### src/rtl/scan_chain_engine_if.sv
// ============================================================================
// Module      : scan_chain_engine_if
// Description : Host-side register-file bus of the serial-chain engine.
// Revision    : 1.0
// ============================================================================
`default_nettype none

interface scan_chain_engine_if #(
  parameter int DATA_W = 32,
  parameter int AW     = 3,
  parameter int CNT_W  = 9
);
  logic              wr_en;
  logic [AW-1:0]     wr_addr;
  logic [DATA_W-1:0] wr_data;
  logic [AW-1:0]     rd_addr;
  logic [DATA_W-1:0] rd_data;
  logic              start;
  logic              load_en;
  logic              abort;
  logic              busy;
  logic              done;
  logic [CNT_W-1:0]  mismatch_cnt;

  modport master (
    output wr_en, wr_addr, wr_data, rd_addr, start, load_en, abort,
    input  rd_data, busy, done, mismatch_cnt
  );

  modport slave (
    input  wr_en, wr_addr, wr_data, rd_addr, start, load_en, abort,
    output rd_data, busy, done, mismatch_cnt
  );
endinterface

`default_nettype wire

### src/rtl/scan_chain_engine.sv
// ============================================================================
// Module      : scan_chain_engine
// Description : Shifts a word buffer LSB-first into a DUT chain, captures and
//               compares the chain output, with an optional load strobe.
// Revision    : 1.0
// ============================================================================
`default_nettype none

module scan_chain_engine #(
  parameter int DATA_W    = 32,
  parameter int CHAIN_LEN = 256,
  parameter int CLK_DIV   = 4,
  parameter int AW        = (CHAIN_LEN / DATA_W > 1) ? $clog2(CHAIN_LEN / DATA_W) : 1,
  parameter int CNT_W     = $clog2(CHAIN_LEN + 1)
) (
  input  wire logic            S_AXI_ACLK,
  input  wire logic            S_AXI_ARESETN,
  scan_chain_engine_if.slave   bus,
  output logic                 chain_clk,
  output logic                 chain_in,
  output logic                 chain_load,
  input  wire logic            chain_out
);

  localparam int c_ph_w  = $clog2(2 * CLK_DIV);
  localparam int c_idx_w = (CHAIN_LEN > 1) ? $clog2(CHAIN_LEN) : 1;
  localparam int c_bit_w = (DATA_W > 1) ? $clog2(DATA_W) : 1;
  localparam int c_words = CHAIN_LEN / DATA_W;

  localparam logic [c_ph_w-1:0]  c_half_ph  = c_ph_w'(CLK_DIV - 1);
  localparam logic [c_ph_w-1:0]  c_last_ph  = c_ph_w'(2 * CLK_DIV - 1);
  localparam logic [c_idx_w-1:0] c_last_bit = c_idx_w'(CHAIN_LEN - 1);
  localparam logic [CNT_W-1:0]   c_cnt_max  = CNT_W'(CHAIN_LEN);

  typedef enum logic [1:0] {
    IDLE  = 2'd0,
    SHIFT = 2'd1,
    LOAD  = 2'd2,
    FIN   = 2'd3
  } state_t;

  state_t               r_state, w_state_n;
  logic [c_ph_w-1:0]    r_phase, w_phase_n;
  logic [c_idx_w-1:0]   r_bit_idx, w_bit_idx_n;
  logic                 r_load_en, w_load_en_n;
  logic                 w_clk_n, w_in_n, w_load_n;
  logic                 r_busy, w_busy_n;
  logic                 r_done, w_done_n;
  logic [CNT_W-1:0]     r_mismatch;
  logic [DATA_W-1:0]    r_rd_data;
  logic [1:0]           r_sync;

  logic [DATA_W-1:0]    r_wbuf [c_words];
  logic [DATA_W-1:0]    r_rbuf [c_words];

  logic [c_idx_w-1:0]   w_idx_inc;
  logic [AW-1:0]        w_cur_word, w_nxt_word;
  logic [c_bit_w-1:0]   w_cur_bit, w_nxt_bit;
  logic                 w_cur_wbit, w_nxt_wbit, w_bit0;
  logic                 w_capture, w_wr_ok;

  assign w_idx_inc  = (r_bit_idx == c_last_bit) ? '0 : r_bit_idx + 1'b1;
  assign w_cur_word = AW'(32'(r_bit_idx) / DATA_W);
  assign w_cur_bit  = c_bit_w'(32'(r_bit_idx) % DATA_W);
  assign w_nxt_word = AW'(32'(w_idx_inc) / DATA_W);
  assign w_nxt_bit  = c_bit_w'(32'(w_idx_inc) % DATA_W);
  assign w_cur_wbit = r_wbuf[w_cur_word][w_cur_bit];
  assign w_nxt_wbit = r_wbuf[w_nxt_word][w_nxt_bit];
  assign w_bit0     = r_wbuf[0][0];

  // Sample the chain output on the last high cycle of each bit.
  assign w_capture = (r_state == SHIFT) && (r_phase == c_last_ph) && !bus.abort;
  // Writes are refused from the start cycle onward so bit 0 and the rest agree.
  assign w_wr_ok   = ((r_state == IDLE) && !bus.start) || (r_state == FIN);

  always_comb begin
    w_state_n   = r_state;
    w_phase_n   = r_phase;
    w_bit_idx_n = r_bit_idx;
    w_load_en_n = r_load_en;
    w_clk_n     = chain_clk;
    w_in_n      = chain_in;
    w_load_n    = chain_load;
    w_busy_n    = r_busy;
    w_done_n    = 1'b0;

    unique case (r_state)
      IDLE: begin
        if (bus.start) begin
          w_state_n   = SHIFT;
          w_phase_n   = '0;
          w_bit_idx_n = '0;
          w_load_en_n = bus.load_en;
          w_clk_n     = 1'b0;
          w_in_n      = w_bit0;
          w_load_n    = 1'b0;
          w_busy_n    = 1'b1;
        end
      end
      SHIFT: begin
        if (r_phase == c_last_ph) begin
          w_phase_n = '0;
          w_clk_n   = 1'b0;
          if (r_bit_idx == c_last_bit) begin
            w_in_n = 1'b0;
            if (r_load_en) begin
              w_state_n = LOAD;
              w_load_n  = 1'b1;
            end else begin
              w_state_n = FIN;
              w_busy_n  = 1'b0;
              w_done_n  = 1'b1;
            end
          end else begin
            w_bit_idx_n = w_idx_inc;
            w_in_n      = w_nxt_wbit;
          end
        end else begin
          w_phase_n = r_phase + 1'b1;
          if (r_phase == c_half_ph) begin
            w_clk_n = 1'b1;
          end
        end
      end
      LOAD: begin
        if (r_phase == c_last_ph) begin
          w_state_n = FIN;
          w_phase_n = '0;
          w_load_n  = 1'b0;
          w_busy_n  = 1'b0;
          w_done_n  = 1'b1;
        end else begin
          w_phase_n = r_phase + 1'b1;
        end
      end
      FIN: begin
        w_state_n = IDLE;
      end
      default: begin
        w_state_n = IDLE;
      end
    endcase

    if ((r_state != IDLE) && bus.abort) begin
      w_state_n = IDLE;
      w_phase_n = '0;
      w_clk_n   = 1'b0;
      w_in_n    = 1'b0;
      w_load_n  = 1'b0;
      w_busy_n  = 1'b0;
      w_done_n  = 1'b0;
    end
  end

  always_ff @(posedge S_AXI_ACLK or negedge S_AXI_ARESETN) begin
    if (!S_AXI_ARESETN) begin
      r_state    <= IDLE;
      r_phase    <= '0;
      r_bit_idx  <= '0;
      r_load_en  <= 1'b0;
      chain_clk  <= 1'b0;
      chain_in   <= 1'b0;
      chain_load <= 1'b0;
      r_busy     <= 1'b0;
      r_done     <= 1'b0;
      r_mismatch <= '0;
      r_rd_data  <= '0;
      r_sync     <= '0;
    end else begin
      r_state    <= w_state_n;
      r_phase    <= w_phase_n;
      r_bit_idx  <= w_bit_idx_n;
      r_load_en  <= w_load_en_n;
      chain_clk  <= w_clk_n;
      chain_in   <= w_in_n;
      chain_load <= w_load_n;
      r_busy     <= w_busy_n;
      r_done     <= w_done_n;
      r_rd_data  <= r_rbuf[bus.rd_addr];
      r_sync     <= {r_sync[0], chain_out};
      if ((r_state == IDLE) && bus.start) begin
        r_mismatch <= '0;
      end else if (w_capture && (r_sync[1] != w_cur_wbit) && (r_mismatch != c_cnt_max)) begin
        r_mismatch <= r_mismatch + 1'b1;
      end
    end
  end

  // Buffers are plain storage and deliberately carry no reset.
  always_ff @(posedge S_AXI_ACLK) begin
    if (w_wr_ok && bus.wr_en) begin
      r_wbuf[bus.wr_addr] <= bus.wr_data;
    end
    if (w_capture) begin
      r_rbuf[w_cur_word][w_cur_bit] <= r_sync[1];
    end
  end

  assign bus.busy         = r_busy;
  assign bus.done         = r_done;
  assign bus.mismatch_cnt = r_mismatch;
  assign bus.rd_data      = r_rd_data;

endmodule

`default_nettype wire

### src/flat_wrapper.sv
// flat-port wrapper written by rule: the top's interface ports become plain ports
module scan_chain_engine_flat 
#(
  parameter int DATA_W    = 32,
  parameter int CHAIN_LEN = 256,
  parameter int CLK_DIV   = 4,
  parameter int AW        = (CHAIN_LEN / DATA_W > 1) ? $clog2(CHAIN_LEN / DATA_W) : 1,
  parameter int CNT_W     = $clog2(CHAIN_LEN + 1)
)
  (S_AXI_ACLK, S_AXI_ARESETN, chain_clk, chain_in, chain_load, chain_out, bus_wr_en, bus_wr_addr, bus_wr_data, bus_rd_addr, bus_start, bus_load_en, bus_abort, bus_rd_data, bus_busy, bus_done, bus_mismatch_cnt);
  scan_chain_engine_if #(.DATA_W(DATA_W), .AW(AW), .CNT_W(CNT_W)) bus_i ();
  input  wire logic S_AXI_ACLK;
  input  wire logic S_AXI_ARESETN;
  output logic chain_clk;
  output logic chain_in;
  output logic chain_load;
  input  wire logic chain_out;
  input wire logic [$bits(bus_i.wr_en)-1:0] bus_wr_en;
  input wire logic [$bits(bus_i.wr_addr)-1:0] bus_wr_addr;
  input wire logic [$bits(bus_i.wr_data)-1:0] bus_wr_data;
  input wire logic [$bits(bus_i.rd_addr)-1:0] bus_rd_addr;
  input wire logic [$bits(bus_i.start)-1:0] bus_start;
  input wire logic [$bits(bus_i.load_en)-1:0] bus_load_en;
  input wire logic [$bits(bus_i.abort)-1:0] bus_abort;
  output wire logic [$bits(bus_i.rd_data)-1:0] bus_rd_data;
  output wire logic [$bits(bus_i.busy)-1:0] bus_busy;
  output wire logic [$bits(bus_i.done)-1:0] bus_done;
  output wire logic [$bits(bus_i.mismatch_cnt)-1:0] bus_mismatch_cnt;
  assign bus_i.wr_en = bus_wr_en;
  assign bus_i.wr_addr = bus_wr_addr;
  assign bus_i.wr_data = bus_wr_data;
  assign bus_i.rd_addr = bus_rd_addr;
  assign bus_i.start = bus_start;
  assign bus_i.load_en = bus_load_en;
  assign bus_i.abort = bus_abort;
  assign bus_rd_data = bus_i.rd_data;
  assign bus_busy = bus_i.busy;
  assign bus_done = bus_i.done;
  assign bus_mismatch_cnt = bus_i.mismatch_cnt;
  scan_chain_engine #(.DATA_W(DATA_W), .CHAIN_LEN(CHAIN_LEN), .CLK_DIV(CLK_DIV), .AW(AW), .CNT_W(CNT_W)) u_core (.S_AXI_ACLK(S_AXI_ACLK), .S_AXI_ARESETN(S_AXI_ARESETN), .bus(bus_i), .chain_clk(chain_clk), .chain_in(chain_in), .chain_load(chain_load), .chain_out(chain_out));
endmodule
### config.mk
export PLATFORM = sky130hd
export DESIGN_NAME = scan_chain_engine_flat
export DESIGN_NICKNAME = d
export VERILOG_FILES = /design/src/rtl/scan_chain_engine_if.sv /design/src/rtl/scan_chain_engine.sv /design/src/flat_wrapper.sv
export SDC_FILE = /design/constraint.sdc
export NUM_CORES = 1
export LEC_CHECK = 0
export ABC_AREA = 1
export CORE_MARGIN = 1.5
export CORE_UTILIZATION = 50
export CTS_BUF_LIST = sky130_fd_sc_hd__clkbuf_8
export CTS_CLUSTER_DIAMETER = 40
export DETAILED_ROUTE_END_ITERATION = 10
export PLACE_DENSITY = 0.67
export SLEW_MARGIN = 10
export SYNTH_ARGS = -nofsm -noshare
export SYNTH_HDL_FRONTEND = slang
export SYNTH_SLANG_ARGS = --single-unit
### constraint.sdc
create_clock -name S_AXI_ACLK -period 13.3 [get_ports S_AXI_ACLK]
set_clock_uncertainty 0.05 [all_clocks]
set_input_delay 3.99 -clock S_AXI_ACLK [delete_from_list [all_inputs] [get_ports S_AXI_ACLK]]
set_output_delay 3.99 -clock S_AXI_ACLK [all_outputs]
set_load 0.005 [all_outputs]
Word-level counts from Yosys, hierarchy flattened
Memory sizes are Yosys's and may differ from the RTL's. A register that Yosys moved wholly into a read port is not among the register bits.
Cells that the tools add are included.
{"block": "totals", "inputBits": 45, "mem_bits_rw": 512, "mem_count": 2, "output_inout_bits": 46, "ff_bits": 30}
{"memory": "u_core.r_rbuf", "words": 8, "word_bits": 32, "rd": 1, "rd_ports_with_merged_regs": 1, "wr": 1, "line": "scan_chain_engine.sv:54", "rtl": "logic [DATA_W-1:0] r_rbuf [c_words];"}
{"memory": "u_core.r_wbuf", "words": 8, "word_bits": 32, "rd": 3, "rd_ports_with_merged_regs": 0, "wr": 1, "line": "scan_chain_engine.sv:53", "rtl": "logic [DATA_W-1:0] r_wbuf [c_words];"}
{"block": "classes", "n_mux": 56, "n_reduce_logical": 29, "magnitude_cmp": 3, "addsub": 3, "n_eq_ne": 18}
{"operator": "32-bit two-way mux", "n": 1}
{"operator": "8-bit two-way mux", "n": 4}
{"operator": "1-bit two-way mux", "n": 30}
{"operator": "9-bit two-way mux", "n": 2}
{"operator": "8-bit one-hot mux with 2 select lines", "n": 1}
{"operator": "5-bit by 6-bit less-than comparator with 1-bit output, second input constant", "n": 2}
{"operator": "6-bit AND reduction", "n": 2}
{"operator": "1-bit binary-select mux with 5-bit select", "n": 2}
{"operator": "2-bit two-way mux", "n": 5}
{"operator": "9-bit by 1-bit adder with 9-bit output, second input constant", "n": 1}
{"operator": "1-bit logical AND", "n": 9}
{"operator": "3-bit two-way mux", "n": 3}
{"operator": "3-bit inequality test, second input constant", "n": 3}
{"operator": "9-bit inequality test, second input constant", "n": 1}
{"operator": "8-bit by 1-bit adder with 8-bit output, second input constant", "n": 1}
{"operator": "8-bit equality test, second input constant", "n": 1}
{"operator": "2-bit one-hot mux with 4 select lines", "n": 1}
{"operator": "4-bit AND reduction", "n": 2}
{"operator": "2-bit inequality test, second input constant", "n": 3}
{"operator": "3-bit by 2-bit inequality test with 1-bit output, second input constant", "n": 2}
{"operator": "1-bit one-hot mux with 2 select lines", "n": 3}
{"operator": "1-bit one-hot mux with 3 select lines", "n": 2}
{"operator": "3-bit one-hot mux with 2 select lines", "n": 1}
{"operator": "3-bit AND reduction", "n": 2}
{"operator": "other kinds (18)", "n": 25}

Logic depth before layout (Yosys ltp)
An unclocked memory read counts as a cell.
{"block": "depth", "ltp_word": 9, "mapped_depth": 22, "depth_no_buf": 20}

Worst setup path after synthesis
No wires, ideal clock.
{"block": "synth_timing", "path_kind": "input-to-reg", "from": "in bus_start", "to": "mem u_core.r_wbuf[1][0] (enable)", "path_stages": 4, "t_required_ps": 12829, "setup_slack_ps": 7100, "arrival_time_ps": 5729, "path_cell_list": "nor2_1 o21a_1 nand2_1 nor2_1"}
{"block": "synth_between", "elab_chain_len": 6}
{"item": "start: declaration", "line": "flat_wrapper.sv:22", "rtl": "input wire logic [$bits(bus_i.start)-1:0] bus_start;"}
{"item": "1-bit zero test", "line": "scan_chain_engine.sv:74", "rtl": "assign w_wr_ok = ((r_state == IDLE) && !bus.start) || (r_state == FIN);"}
{"item": "1-bit logical AND", "line": "scan_chain_engine.sv:74"}
{"item": "1-bit logical OR", "line": "scan_chain_engine.sv:74"}
{"item": "1-bit logical AND", "line": "scan_chain_engine.sv:191", "rtl": "if (w_wr_ok && bus.wr_en) begin"}
{"item": "1-bit two-way mux", "line": "scan_chain_engine.sv:191"}
{"item": "1-bit two-way mux (not written as such)", "line": "scan_chain_engine.sv:192", "rtl": "r_wbuf[bus.wr_addr] <= bus.wr_data;"}
{"item": "end: declaration", "line": "scan_chain_engine.sv:53"}
No other way between the ends.

Final worst setup path
{"block": "layout_timing", "from": "in bus_abort", "to": "mem u_core.r_rbuf[7][10] (enable)"}
{"block": "layout_between", "elab_chain_len": 4}
{"item": "start: declaration", "line": "flat_wrapper.sv:24", "rtl": "input wire logic [$bits(bus_i.abort)-1:0] bus_abort;"}
{"item": "1-bit zero test", "line": "scan_chain_engine.sv:72", "rtl": "assign w_capture = (r_state == SHIFT) && (r_phase == c_last_ph) && !bus.abort;"}
{"item": "1-bit logical AND", "line": "scan_chain_engine.sv:72"}
{"item": "1-bit two-way mux", "line": "scan_chain_engine.sv:194", "rtl": "if (w_capture) begin"}
{"item": "32-bit two-way mux (not written as such)", "line": "scan_chain_engine.sv:195", "rtl": "r_rbuf[w_cur_word][w_cur_bit] <= r_sync[1];"}
{"item": "end: declaration", "line": "scan_chain_engine.sv:54"}
No other way between the ends.

==> results.md <==
* Number of gates resized after CTS at 0
* Vias at 20,900
* GRT busiest layer: met2
* Cell leakage power at 10.6 nW
* Syn_area_per_cell at 10.1 µm²
* Global Route met2 Usage at 0.460
* XOR/XNOR share of the synthesized area at 0.00301
* Die footprint at 0.0538 mm²
* WL final at around 76,000 µm
* Routed Antenna Nets at 0
* Crit start category: input port
* Largest family of logic cells by synthesized area: simple AND/OR/NAND/NOR gates
* Post-synthesis mux area share at 0
* Switching fraction of total power at 0.240
* Starting DRT DRC Count at 2,617
* Async SR Flop Fraction at 0.108
* Status: complete, no violations
* Max FO, Critical Path at 8
* N_diodes at 0
* CTS tree: done
* Flops & latches, synth at 574
* IO buf count at 90
* Drt pass-1 iters at 6
* Hold slack final at 0.300 ns
* CTS Sinks at around 570
* Vias per cell at 6.12
* Max Cap Viol at 0
* Sequential share of power at 0.510
* CTS Buf Count at 100
* Core footprint at 0.0516 mm²
* Overflow after GRT at 0
* Combinational Power Share at 0.073
* Largest net degree at the start of global routing at 140
* Endpoints failing hold at 0
* Period utilization at 0.445
* Yosys top cell area share at 0.586
* Worst IR Drop VDD at about 0.085 mV
* Complex-gate fraction of the synthesized area at 0.0754
* CP Data Arrival Time at 6.26 ns
* Hold Crit Class: reg2reg
* RSZ-0062 raised after global routing: false
* Met3 Resource Use GR at 0.0533
* Clk pwr share at 0.417
* Drt drc at 0
* Final Critical Period at 5.92 ns
* Syn Std Cell Area at 0.0262 mm²
* Critical path class: in2reg
* Slew @ Worst Pin at about 1.2 ns
* Layout overhead on the synthesized area at 13.5%
* Total setup buffers inserted after CTS at 0
* Worst EP required at 13.64 ns
* Chip width at 232 µm
* WL per Instance at 22.3 µm
* Cts hold-fix bufs at 0
* CTS Buffer Depth at 3
* Yosys cell types at 46
* Initial antenna violation count at 0
* Warnings from Yosys at 0
* Top FF cell, synth: edfxtp_1
* Row cnt at 83
* I/O pin total at 91
* Final setup vio count at 0
* Gr usage total at 0.282
* Adder-Cell Fraction of Synth Area at 0.00668
* P_int at 3.05 mW
* Clock Latency Late Sink at 0.73 ns
* Routability congestion estimate at 0.850
* Switching power at a little under 1 mW
* Number of cells after detailed placement at 3,223
* Worst slew margin at 0.209
* Met1 usage at 0.366
* Post-Syn Nets at 2,648
* Register area share after synthesis at 0.646
* CTS H-tree lvls at 3
* Share of layout cells above drive strength 1 at 0.0862
* Number of global-route vias before repair at 20,700
* Simple-Gate Fraction of Synth Area at 0.229
* PD cells at approximately 140 mW/mm²
* Slew Viols, Final at 0
* Detail Placement HPWL at 39,000 µm
* Non-filler cells, final at ~3,400
* Top post-synthesis cells by area: edfxtp_1 (59%), nor2_1 (7.9%), nand2_1 (5.9%)
* Cells after Synth at 2,589
* Yosys top cell by area: edfxtp_1
* Initial core utilization at 0.508
* Synth cell count leaders: nor2_1 (551), edfxtp_1 (512), nand2_1 (414)
* Max Clk Rate at 169 MHz
* Worst Setup End Kind: flip-flop
* Number of synthesized flops with an enable pin at 512
* Die H at 232 µm
* Setup TNS at 0 ns
* First-pass GRT wire length at 116,000 µm
* Cell with the most instances after synthesis: nor2_1
* Nets at approximately 2,700
* Root Buffer: clkbuf_8
* Clock-pin slew of the registers on the worst-case setup and hold paths at around 0.060 ns
==> kinds of logic (layout without fill, tap and decap cells) <==
group,Yosys count,count (layout)
XOR/XNOR,9,9
flip-flops,574,574
adder cells (fa/ha/maj),14,14
buffers and inverters,270,407
AO/OA/AOI/OAI,332,332
AND/OR/NAND/NOR,1390,1390
==> power groups by stage <==
stage	sequential (mW)	clock [mW]	combinational [mW]
floorplan	2.08	0	0.161
global route	2.06	1.77	0.329
detailed placement	2.09	0	0.290
global placement	2.09	0	0.284
finish	2.05	1.67	0.293
CTS	2.05	1.69	0.292
==> worst max-delay path, stage by stage <==
cell,delay (ns)
clkdlybuf4s50_1,0.46
inv_1,0.13
nand3_1,0.22
nor2_1,0.82
nand2_1,0.40
nor2_1,0.23
==> routing by layer <==
metal  vias to the layer above  wire (µm)
met2                      1207      36300
met1                     10100      29500
met4                         0       2700
met5                         -          0
li1                       9297          -
met3                       224       7450
==> cells in the final DEF (no fill, tap or decap), drive strengths merged, types with 27 or more instances in the layout <==
master | Yosys | final
nor2 | 555 | 555
edfxtp | 512 | 512
nand2 | 419 | 419
nand3 | 270 | 270
o21ai | 160 | 160
nand4 | 136 | 136
inv | 95 | 127
clkbuf | 109 | 115
clkdlybuf4s50 | 0 | 87
dfrtp | 62 | 62
o22ai | 41 | 41
buf | 63 | 39
a31oi | 33 | 33
clkinv | 3 | 29
a22oi | 27 | 27
==> registers in the layout (all words and copies together) (netlist names) <==
| name | flops |
|---|---|
| u_core.r_rbuf | 256 |
| u_core.r_wbuf | 256 |
| u_core.bus.rd_data | 32 |
| u_core.bus.mismatch_cnt | 9 |
| u_core.r_bit_idx | 8 |
| u_core.r_phase | 3 |
| u_core.r_state | 2 |
| u_core.r_sync | 2 |
| u_core.bus.busy | 1 |
| u_core.bus.done | 1 |
| u_core.chain_clk | 1 |
| u_core.chain_in | 1 |
| u_core.chain_load | 1 |
| u_core.r_load_en | 1 |
==> per-stage QoR <==
stage | total power [mW] | utilization | setup WS [ns] | cell area (µm²)
2_1_floorplan | 2.25 | - | 7.10 | 26200
3_3_place_gp | 2.37 | 0.536 | 6.73 | 27700
3_5_place_dp | 2.38 | 0.536 | 6.69 | 27700
4_1_cts | 4.04 | 0.577 | 7.42 | 29800
5_1_grt | 4.16 | 0.577 | 7.24 | 29800
6_report | 4.02 | 0.577 | 7.38 | 29800
==> final cells by class <==
cell class	instances	area, µm²
tap	680	851
clock inverter	68	510
fill	4290	21900
clock buffer	115	1580
multi-input combinational	1745	8350
timing repair buffer	126	1160
inverter	98	369
sequential	574	16900
==> path summary, 6_finish.rpt <==
check | slack [ns] | cells after the start | startpoint | to
worst max-delay path | 7.38 | 6 | bus_abort | u_core.r_rbuf[7][10]$_DFFE_PP_
worst min-delay path | 0.30 | 0 | u_core.r_sync[0]$_DFF_PN0_ | u_core.r_sync[1]$_DFF_PN0_
worst max register to register | 7.48 | 19 | u_core.r_bit_idx[5]$_DFFE_PN0P_ | u_core.chain_in$_DFFE_PN0P_
worst min register to register | 0.30 | 0 | u_core.r_sync[0]$_DFF_PN0_ | u_core.r_sync[1]$_DFF_PN0_
max in group asynchronous | 8.97 | 2 | S_AXI_ARESETN | u_core.r_sync[1]$_DFF_PN0_
min in group asynchronous | 3.09 | 1 | S_AXI_ARESETN | u_core.bus.rd_data[27]$_DFF_PN0_
(Power assumes the default switching activity.)
